### src/rtl/ifetch_pkg.sv
// Shared fetch-stage types: phase vector layout and fetch FSM encodings.
// Imported by the fetch stage and its prefetch queue.
`ifndef PHASE_H
`define PHASE_H 3
`endif
`ifndef R
`define R 1
`endif

package ifetch_pkg;

    typedef enum logic [1:0] {
        FS_HI   = 2'd0,
        FS_LO   = 2'd1,
        FS_FULL = 2'd2,
        FS_DROP = 2'd3
    } fetch_state_e;

    localparam int IW = 32;
    localparam int HW = 16;

endpackage

### src/rtl/ifetch_ifq.sv
// Prefetch queue: DEPTH entries of instruction word plus its byte address.
// Head outputs read as zero while the queue is empty.
module ifq_fifo
    import ifetch_pkg::*;
#(
    parameter int DEPTH = 2,
    parameter int AW    = 16
) (
    input  logic                     clk,
    input  logic                     rst,
    input  logic                     flush,
    input  logic                     push,
    input  logic [IW-1:0]            push_data,
    input  logic [AW-1:0]            push_tag,
    input  logic                     pop,
    output logic [$clog2(DEPTH):0]   count,
    output logic [IW-1:0]            head_data,
    output logic [AW-1:0]            head_tag
);

    localparam int PW = $clog2(DEPTH);
    localparam int CW = PW + 1;

    logic [IW-1:0] data_q [DEPTH];
    logic [AW-1:0] tag_q  [DEPTH];
    logic [PW-1:0] rd_ptr;
    logic [PW-1:0] wr_ptr;
    logic [CW-1:0] cnt_q;

    // Pointer and occupancy bookkeeping; flush empties the queue.
    always_ff @(posedge clk) begin
        if (!rst) begin
            rd_ptr <= '0;
            wr_ptr <= '0;
            cnt_q  <= '0;
        end else if (flush) begin
            rd_ptr <= '0;
            wr_ptr <= '0;
            cnt_q  <= '0;
        end else begin
            if (push) wr_ptr <= wr_ptr + 1'b1;
            if (pop)  rd_ptr <= rd_ptr + 1'b1;
            cnt_q <= cnt_q + CW'(push) - CW'(pop);
        end
    end

    // Entry storage, written at the tail.
    always_ff @(posedge clk) begin
        if (rst && !flush && push) begin
            data_q[wr_ptr] <= push_data;
            tag_q[wr_ptr]  <= push_tag;
        end
    end

    assign count     = cnt_q;
    assign head_data = (cnt_q != '0) ? data_q[rd_ptr] : '0;
    assign head_tag  = (cnt_q != '0) ? tag_q[rd_ptr]  : '0;

endmodule

### src/rtl/ifetch.sv
// Instruction fetch stage: assembles 32-bit words from two halfword
// reads and feeds decode through a small prefetch queue.
module ifetch
    import ifetch_pkg::*;
#(
    parameter int            DEPTH    = 2,
    parameter int            AW       = 16,
    parameter logic [AW-1:0] RESET_PC = '0
) (
    input  logic                clk,
    input  logic                rst,
    input  logic [`PHASE_H:0]   phase,
    input  logic                redirect,
    input  logic [AW-1:0]       redirect_pc,
    output logic                mem_req,
    output logic [AW-1:0]       mem_addr,
    input  logic                mem_ack,
    input  logic [HW-1:0]       mem_rdata,
    output logic [IW-1:0]       ir_out,
    output logic                ir_valid,
    output logic [AW-1:0]       pc_of_ir,
    output logic                fetch_stall
);

    localparam int CW = $clog2(DEPTH) + 1;

    fetch_state_e  state_q;
    fetch_state_e  state_d;
    logic [AW-1:0] fetch_pc_q;
    logic [AW-1:0] drop_addr_q;
    logic [HW-1:0] hi_q;
    logic [CW-1:0] count;
    logic [CW-1:0] cnt_next;
    logic          push;
    logic          pop;
    logic          unused_bits;

    assign unused_bits = ^{phase, redirect_pc[1:0]};

    assign pop         = phase[`R] & ir_valid & ~redirect;
    assign push        = (state_q == FS_LO) & mem_ack & ~redirect;
    assign cnt_next    = count + CW'(push) - CW'(pop);
    assign ir_valid    = (count != '0);
    assign fetch_stall = phase[`R] & ~ir_valid;

    ifq_fifo #(
        .DEPTH (DEPTH),
        .AW    (AW)
    ) u_ifq (
        .clk       (clk),
        .rst       (rst),
        .flush     (redirect),
        .push      (push),
        .push_data ({hi_q, mem_rdata}),
        .push_tag  (fetch_pc_q),
        .pop       (pop),
        .count     (count),
        .head_data (ir_out),
        .head_tag  (pc_of_ir)
    );

    // Request decode from registered state only.
    always_comb begin
        mem_req  = 1'b1;
        mem_addr = fetch_pc_q;
        unique case (state_q)
            FS_HI:   mem_addr = fetch_pc_q;
            FS_LO:   mem_addr = fetch_pc_q + AW'(2);
            FS_FULL: mem_req  = 1'b0;
            FS_DROP: mem_addr = drop_addr_q;
            default: mem_req  = 1'b0;
        endcase
    end

    // Next fetch state; redirect abandons an unacked read via DROP.
    always_comb begin
        state_d = state_q;
        if (redirect) begin
            unique case (state_q)
                FS_HI, FS_LO: state_d = mem_ack ? FS_HI : FS_DROP;
                FS_DROP:      state_d = FS_DROP;
                default:      state_d = FS_HI;
            endcase
        end else begin
            unique case (state_q)
                FS_HI:   if (mem_ack) state_d = FS_LO;
                FS_LO: begin
                    if (mem_ack)
                        state_d = (cnt_next == CW'(DEPTH)) ? FS_FULL : FS_HI;
                end
                FS_FULL: if (cnt_next < CW'(DEPTH)) state_d = FS_HI;
                FS_DROP: if (mem_ack) state_d = FS_HI;
                default: state_d = FS_HI;
            endcase
        end
    end

    // State, fetch address, first-halfword and dropped-address registers.
    always_ff @(posedge clk) begin
        if (!rst) begin
            state_q     <= FS_HI;
            fetch_pc_q  <= RESET_PC;
            hi_q        <= '0;
            drop_addr_q <= '0;
        end else begin
            state_q <= state_d;
            if (redirect) begin
                fetch_pc_q <= {redirect_pc[AW-1:2], 2'b00};
                hi_q       <= '0;
                if (state_q != FS_DROP) drop_addr_q <= mem_addr;
            end else begin
                if (push) fetch_pc_q <= fetch_pc_q + AW'(4);
                if (state_q == FS_HI && mem_ack) hi_q <= mem_rdata;
            end
        end
    end

endmodule

### config.mk
export PLATFORM = sky130hd
export DESIGN_NAME = ifetch
export DESIGN_NICKNAME = d
export VERILOG_FILES = /design/src/rtl/ifetch_pkg.sv /design/src/rtl/ifetch_ifq.sv /design/src/rtl/ifetch.sv
export SDC_FILE = /design/constraint.sdc
export NUM_CORES = 1
export LEC_CHECK = 0
export CORE_MARGIN = 2
export CORE_UTILIZATION = 50
export DETAILED_ROUTE_END_ITERATION = 10
export GPL_TIMING_DRIVEN = 0
export PLACE_DENSITY_LB_ADDON = 0.12
export SLEW_MARGIN = 25
export SYNTH_ARGS = -nofsm -noshare
export SYNTH_HDL_FRONTEND = slang
export SYNTH_HIERARCHICAL = 1
export SYNTH_SLANG_ARGS = --single-unit
### constraint.sdc
create_clock -name clk -period 7.4 [get_ports clk]
set_input_delay 1.48 -clock clk [delete_from_list [all_inputs] [get_ports clk]]
set_output_delay 1.48 -clock clk [all_outputs]
set_load 0.01 [all_outputs]
==> impl_metrics.py, run 1 <==
metrics = {
    "status": {
        "outcome": "finished clean",
    },
    "route": {
        "drt_iter0_drc": 223,
        "avgRoutedWirePerCell_microns": 16.5,
        "drtPass1Iterations": 5,
        "via_per_inst": 5.23,
        "ant_nets": 0,
        "vias": 4192,
        "drc": 0,
        "drt-total-wl_microns": 13200,
    },
    "global_route": {
        "grt_busiest_layer": "met2",
        "grt_max_degree": 17,
        "track_usage": 0.210,
        "met1_usage": 0.252,
        "met3_usage": 0.0453,
        "antenna_found_initial": 0,
        "gr-total-overflow": 0,
        "grt_pass1_vias": 4247,
        "use_met2": 0.371,
        "grt_pass1_wl_microns": 21100,
    },
    "hold_path": {
        "hold_path_class": "reg -> reg",
        "whs_path_depth": 0,
        "min_from": "fetch_pc_q[8]$_SDFFE_PN0P_",
        "holdPathEnd": "u_ifq/tag_q[0][8]$_DFFE_PP_",
    },
    "synth": {
        "ys_seq_area_frac": 0.639,
        "syn_inst": 508,
        "synth_cell_types": 41,
        "ys_seq_elements": 149,
        "avgSynthCellArea_sq_um": 12.2,
        "yosys_warnings": 6,
        "syn_area_sq_um": 6170,
    },
    "critical_path": {
        "r2r_start": "state_q[1]$_SDFFE_PN0P_",
        "setup.worst_path.start_class": "input port",
        "slowest_stage": "clkdlybuf4s50_1",
        "worstPathRequired_ns": 5.92,
        "crit_family": "buffers and inverters",
        "worstRegToRegCells": 7,
        "cp.buffers_inverters": 3,
        "path_class": "in -> out",
        "cp-end-kind": "primary output",
        "crit_path_max_fanout": 2,
        "crit_top_cell": "clkdlybuf4s50_1",
        "cp_data_arrival_time_ns": 2.62,
        "path_cells": "clkdlybuf4s50_1 -> inv_1 -> nor2_1 -> clkdlybuf4s50_1",
        "crit_path_max_incr_delay_ns": 0.53,
        "reg2reg_slack_ns": 5.04,
        "worstReg2RegEnd": "u_ifq/data_q[0][6]$_DFFE_PP_",
    },
    "run": {
        "maxCapViolCount": 0,
    },
    "cts": {
        "ctsHoldBuffers": 0,
        "cts_num_sinks": 149,
        "cts-resized-gates": 0,
        "cts_setup_buffers": 0,
        "cts_made_buffers": 17,
        "cts_tree": "yes",
        "cts_root_buffer": "clkbuf_16",
        "htreeDepth": 4,
        "cts_buffer_depth": 2,
        "clock_latency_ns": 0.41,
        "clk_pin_slew_ns": 0.05,
    },
    "power": {
        "p_sw_w": 0.000389,
        "p_seq_frac": 0.474,
        "comb_power_share": 0.062,
        "clkPwrFrac": 0.464,
        "power_density_nw_per_um2": 237,
        "swShare": 0.202,
        "p_leak_nw": 2.78,
        "internal-power_w": 0.00154,
        "vdd_drop_max_v": 0.000148,
    },
    "place": {
        "dpl-instance-area_sq_um": 7490,
        "placed_cells": 771,
        "place_hpwl_microns": 9290,
        "place_congestion": 0.851,
        "io_buffer_count": 101,
    },
    "layout": {
        "area_growth_pct": 31.4,
        "drive_above_1_share": 0.121,
        "diodes": 0,
        "fin_cells": 802,
        "layout_common_cells": "clkdlybuf4s50_1, edfxtp_1, nand2_1",
        "final_area_sq_um": 8110,
        "final_common_cell": "clkdlybuf4s50_1",
        "fin_nets": 688,
    },
    "sta": {
        "period_needed_ns": 4.10,
        "max_freq_ghz": 0.244,
        "grt_setup_unrepaired": "false",
        "setup_viol": 0,
        "hold_violations": 0,
        "finalMaxSlewViolations": 0,
        "max_slew_margin": 0.534,
        "skew_ns": 0.00793,
        "worst_pin_slew_ns": 0.699,
        "fin_crit_sh": 0.554,
    },
    "floorplanning": {
        "start_util": 0.514,
        "pin_count": 107,
        "core_area_sq_um": 12000,
        "fp.dieH_microns": 115,
        "dieArea_sq_um": 13300,
        "rows": 40,
        "chipWidth_microns": 115,
    },
}
synth_stat cells, drive strengths merged:
cell type / count / area share
edfxtp: 96 / 0.47
o21ai: 18 / 0.015
xnor3: 2 / 0.0073
nand4: 3 / 0.0041
nand2b: 2 / 0.0020
nor3: 8 / 0.0073
xor2: 2 / 0.0028
clkbuf: 15 / 0.0093
buf: 16 / 0.024
o2bb2ai: 1 / 0.0014
a21oi: 31 / 0.025
a31oi: 1 / 0.0010
a21boi: 14 / 0.017
ha: 5 / 0.010
inv: 10 / 0.0061
nor4: 5 / 0.0051
mux2i: 49 / 0.079
nor3b: 1 / 0.0012
or3: 1 / 0.0010
nand3b: 1 / 0.0018
or2: 1 / 0.0010
and3: 3 / 0.0030
dfxtp: 53 / 0.17
mux2: 14 / 0.026
xnor2: 13 / 0.018
and2: 3 / 0.0030
o21a: 1 / 0.0012
conb: 1 / 0.00061
o211a: 1 / 0.0016
nand2: 70 / 0.043
nor2: 60 / 0.037
nand4b: 2 / 0.0028
nand3: 5 / 0.0041
kinds of logic (layout without fill, tap and decap cells):
group | count (synthesis) | in the layout | synth area share
AO/OA/AOI/OAI | 67 | 67 | 0.0620
XOR/XNOR | 17 | 17 | 0.0286
adder cells (fa/ha/maj) | 5 | 5 | 0.0101
buffers and inverters | 41 | 185 | 0.0389
flip-flops | 149 | 149 | 0.639
multiplexers | 63 | 63 | 0.105
other | 1 | 4 | 0.000607
AND/OR/NAND/NOR | 165 | 165 | 0.116
flip-flops by register name, indices dropped and copies added, names as in the netlist, named ones only:
name	count
u_ifq/wr_ptr	1
u_ifq/data_q	64
state_q	2
drop_addr_q	16
hi_q	16
u_ifq/count	2
u_ifq/rd_ptr	1
fetch_pc_q	14
u_ifq/tag_q	32
metrics by stage:
| stage | hold slack (ns) | setup TNS, ns | power [W] | utilization | worst slack [ns] |
|---|---|---|---|---|---|
| after floorplan | 0.425 | 0 | 0.000986 | - | 1.62 |
| after global placement | 0.431 | -92.31 | 0.00104 | 0.614 | -0.972 |
| after detailed placement | 0.440 | 0 | 0.00105 | 0.624 | 3.08 |
| final | 0.455 | 0 | 0.00193 | 0.675 | 3.30 |
| after global routing | 0.463 | 0 | 0.00198 | 0.675 | 3.21 |
| after CTS | 0.451 | 0 | 0.00194 | 0.675 | 3.29 |
per-layer routing:
layer  vias to the layer above  wire length [microns]
met3                        16                    502
met5                         -                      0
met4                         0                    195
li1                       2052                      -
met2                       107                   7010
met1                      2017                   5500
cell type report:
type                    instances  area [sq um]
flip-flops and latches        149          3940
fillers                       926          3900
multi-input cells             321          2010
repair buffers                113          1120
clock buffers                  22           464
plain buffers                  31           203
well taps                     147           184
clock inverters                 9           154
inverters                      10          37.5
how the worst max path moves through the flow:
stage | to | start | depth (start not counted)
3_5_place_dp | state_q[1]$_SDFFE_PN0P_ | redirect | 12
6_report | fetch_stall | phase[1] | 4
3_3_place_gp | u_ifq/data_q[1][22]$_DFFE_PP_ | mem_ack | 5
5_1_grt | state_q[1]$_SDFFE_PN0P_ | redirect | 12
2_1_floorplan | u_ifq/data_q[0][0]$_DFFE_PP_ | redirect | 4
4_1_cts | fetch_stall | phase[1] | 4
power groups by stage:
stage	clock network, W	logic (W)	registers [W]
detailed placement	0	0.000118	0.000930
CTS	0.000907	0.000119	0.000912
finish	0.000894	0.000119	0.000912
floorplan	0	0.0000611	0.000925
global placement	0	0.000115	0.000929
global route	0.000939	0.000130	0.000914
No activity file was read; power rests on OpenSTA's default activity.
==> run 2, diff against run 1 <==
==> constraint.sdc (replaced) <==
create_clock -name clk -period 3.8 [get_ports clk]
set_input_delay 0.76 -clock clk [delete_from_list [all_inputs] [get_ports clk]]
set_output_delay 0.76 -clock clk [all_outputs]
set_load 0.01 [all_outputs]
==> results of run 2 <==
Same layout as run 1 (identical final DEF). Status: finished clean.
Main changes from that run: setup slack after placement 3.08 ns -> 0.196 ns; clock-pin slew on the worst setup and hold paths 0.05 ns -> 0.06 ns; setup slack after layout 3.30 ns -> 0.588 ns; start point of the critical path phase[1] -> redirect; end point of the critical path fetch_stall -> state_q[1]$_SDFFE_PN0P_; register-to-register setup slack 5.04 ns -> 1.44 ns; total power 0.00193 W -> 0.00375 W; worst IR drop on VDD 0.000148 V -> 0.000288 V
==> run 3, diff against run 2 <==
==> constraint.sdc (replaced) <==
create_clock -name clk -period 3.35 [get_ports clk]
set_input_delay 0.67 -clock clk [delete_from_list [all_inputs] [get_ports clk]]
set_output_delay 0.67 -clock clk [all_outputs]
set_load 0.01 [all_outputs]
==> run 3 against run 2 <==
Via count is 0.31% lower. Worst hold slack worse by 0.0082 ns. Non-clock buffer count decreased by 4. Final area hardly changed. Critical path type unchanged. Critical endpoint unchanged.
==> impl_metrics.py, run 3 (same netlist as run 1, synthesis figures left out) <==
metrics = {
    "sta": {
        "hold_violations": 0,
        "grt_setup_unrepaired": "false",
        "setup_viol": 0,
        "finalMaxSlewViolations": 0,
        "skew_ns": 0.00792,
        "fin_crit_sh": 0.871,
        "max_slew_margin": 0.579,
        "max_freq_ghz": 0.343,
        "worst_pin_slew_ns": 0.631,
        "holdWs_ns": 0.447,
        "fin_tns_setup_ns": 0,
        "period_needed_ns": 2.92,
    },
    "place": {
        "place_congestion": 0.824,
        "place_hpwl_microns": 9110,
        "dpl-instance-area_sq_um": 7490,
        "io_buffer_count": 101,
    },
    "hold_path": {
        "hold_path_class": "reg -> reg",
        "holdPathEnd": "u_ifq/data_q[0][23]$_DFFE_PP_",
        "min_from": "hi_q[7]$_SDFFE_PP0P_",
        "whs_path_depth": 0,
    },
    "critical_path": {
        "cp_data_arrival_time_ns": 3.26,
        "r2r_start": "state_q[1]$_SDFFE_PN0P_",
        "worstPathRequired_ns": 3.69,
        "worstReg2RegEnd": "u_ifq/data_q[0][4]$_DFFE_PP_",
        "cp-end-kind": "register",
        "crit_path_max_fanout": 10,
        "reg2reg_slack_ns": 1.10,
        "path_class": "in -> reg",
        "worstRegToRegCells": 6,
        "setup.worst_path.start_class": "input port",
    },
    "layout": {
        "nFillCells": 899,
        "final_common_cell": "clkdlybuf4s50_1",
        "diodes": 0,
        "layout_common_cells": "clkdlybuf4s50_1, edfxtp_1, nand2_1",
        "fin_nets": 684,
        "area_growth_pct": 31.3,
        "largest_reg_flops": 64,
        "top_regs": "u_ifq/data_q x64, u_ifq/tag_q x32",
        "final-seq-area_sq_um": 3940,
        "drive_above_1_share": 0.118,
        "multiInputGateArea_sq_um": 2020,
        "top_register": "u_ifq/data_q",
        "final_area_sq_um": 8110,
    },
    "route": {
        "avgRoutedWirePerCell_microns": 16.5,
        "ant_nets": 0,
        "drc": 0,
        "via_per_inst": 5.23,
        "vias": 4179,
        "drt_iter0_drc": 237,
        "drtPass1Iterations": 4,
        "drt-total-wl_microns": 13100,
    },
    "cts": {
        "cts_root_buffer": "clkbuf_16",
        "clk_pin_slew_ns": 0.06,
        "cts_tree": "yes",
        "cts_made_buffers": 17,
        "cts_buffer_depth": 2,
        "clock_latency_ns": 0.41,
        "htreeDepth": 4,
        "ctsHoldBuffers": 0,
        "cts_num_sinks": 149,
    },
    "floorplanning": {
        "pin_count": 107,
        "fp.dieH_microns": 115,
        "start_util": 0.514,
        "rows": 40,
        "core_area_sq_um": 12000,
        "dieArea_sq_um": 13300,
        "chipWidth_microns": 115,
    },
    "power": {
        "power_density_nw_per_um2": 522,
        "p_seq_frac": 0.476,
        "clkPwrFrac": 0.462,
        "comb_power_share": 0.062,
        "p_total_w": 0.00423,
        "vdd_drop_max_v": 0.000373,
        "p_leak_nw": 2.78,
        "p_sw_w": 0.000878,
        "internal-power_w": 0.00335,
        "swShare": 0.208,
    },
    "global_route": {
        "antenna_found_initial": 0,
        "gr-total-overflow": 0,
        "grt_pass1_vias": 4260,
        "track_usage": 0.209,
        "grt_pass1_wl_microns": 21000,
        "grt_max_degree": 17,
    },
    "run": {
        "maxCapViolCount": 0,
    },
    "status": {
        "outcome": "finished clean",
    },
}
run 3: critical path, cell delays in order:
cell and delay, ns:
clkdlybuf4s50_1 0.46, inv_1 0.13, clkbuf_1 0.29, clkbuf_2 0.31, and3_1 0.27, ha_1 0.25
inv_1 0.05, ha_1 0.13, xnor3_1 0.22, nor4_1 0.19, o21ai_0 0.12, a31oi_1 0.16
run 3: how the worst max path moves through the flow:
stage	slack, ns	from	endpoint
after global placement	-2.00	mem_ack	u_ifq/tag_q[1][6]$_DFFE_PP_
after detailed placement	-0.14	redirect	state_q[1]$_SDFFE_PN0P_
final	0.43	redirect	state_q[1]$_SDFFE_PN0P_
after global routing	0.19	redirect	state_q[1]$_SDFFE_PN0P_
after CTS	0.29	redirect	state_q[1]$_SDFFE_PN0P_
after floorplan	-0.15	redirect	u_ifq/data_q[0][0]$_DFFE_PP_
run 3: power groups by stage:
stage	Combinational [W]	Clock, W	Sequential (W)
after global placement	0.000254	0	0.00205
after detailed placement	0.000260	0	0.00205
after CTS	0.000262	0.00197	0.00202
final	0.000261	0.00195	0.00202
after global routing	0.000288	0.00205	0.00202
after floorplan	0.000135	0	0.00204
run 3: cell type report:
class | instances | share of cell area
sequential | 149 | 0.486
multi-input combinational | 321 | 0.250
timing repair buffer | 109 | 0.136
clock buffer | 18 | 0.0529
buffer | 31 | 0.0252
clock inverter | 14 | 0.0227
tap | 147 | 0.0227
inverter | 10 | 0.00463
run 3: repair_timing:
item / 4_1_cts / 5_1_grt
endpoints found under the hold margin: 0 / 0
setup buffers: 0 / 0
gates resized for setup: 0 / 2
setup endpoints to repair: 0 / 1
run 3: metal layers:
layer	GRT usage	up-vias	part of all wire
met5	0	-	0
met4	0.0643	0	0.0066
met3	0.0580	9	0.056
met2	0.362	133	0.51
met1	0.256	1993	0.43
li1	-	2044	-
run 3: metrics by stage:
| step | setup WS [ns] | instances | util |
|---|---|---|---|
| after floorplan | -0.152 | 511 | - |
| after global placement | -2.00 | 759 | 0.615 |
| after detailed placement | -0.142 | 767 | 0.624 |
| after CTS | 0.285 | 799 | 0.675 |
| after global routing | 0.192 | 799 | 0.675 |
| final | 0.433 | 799 | 0.675 |
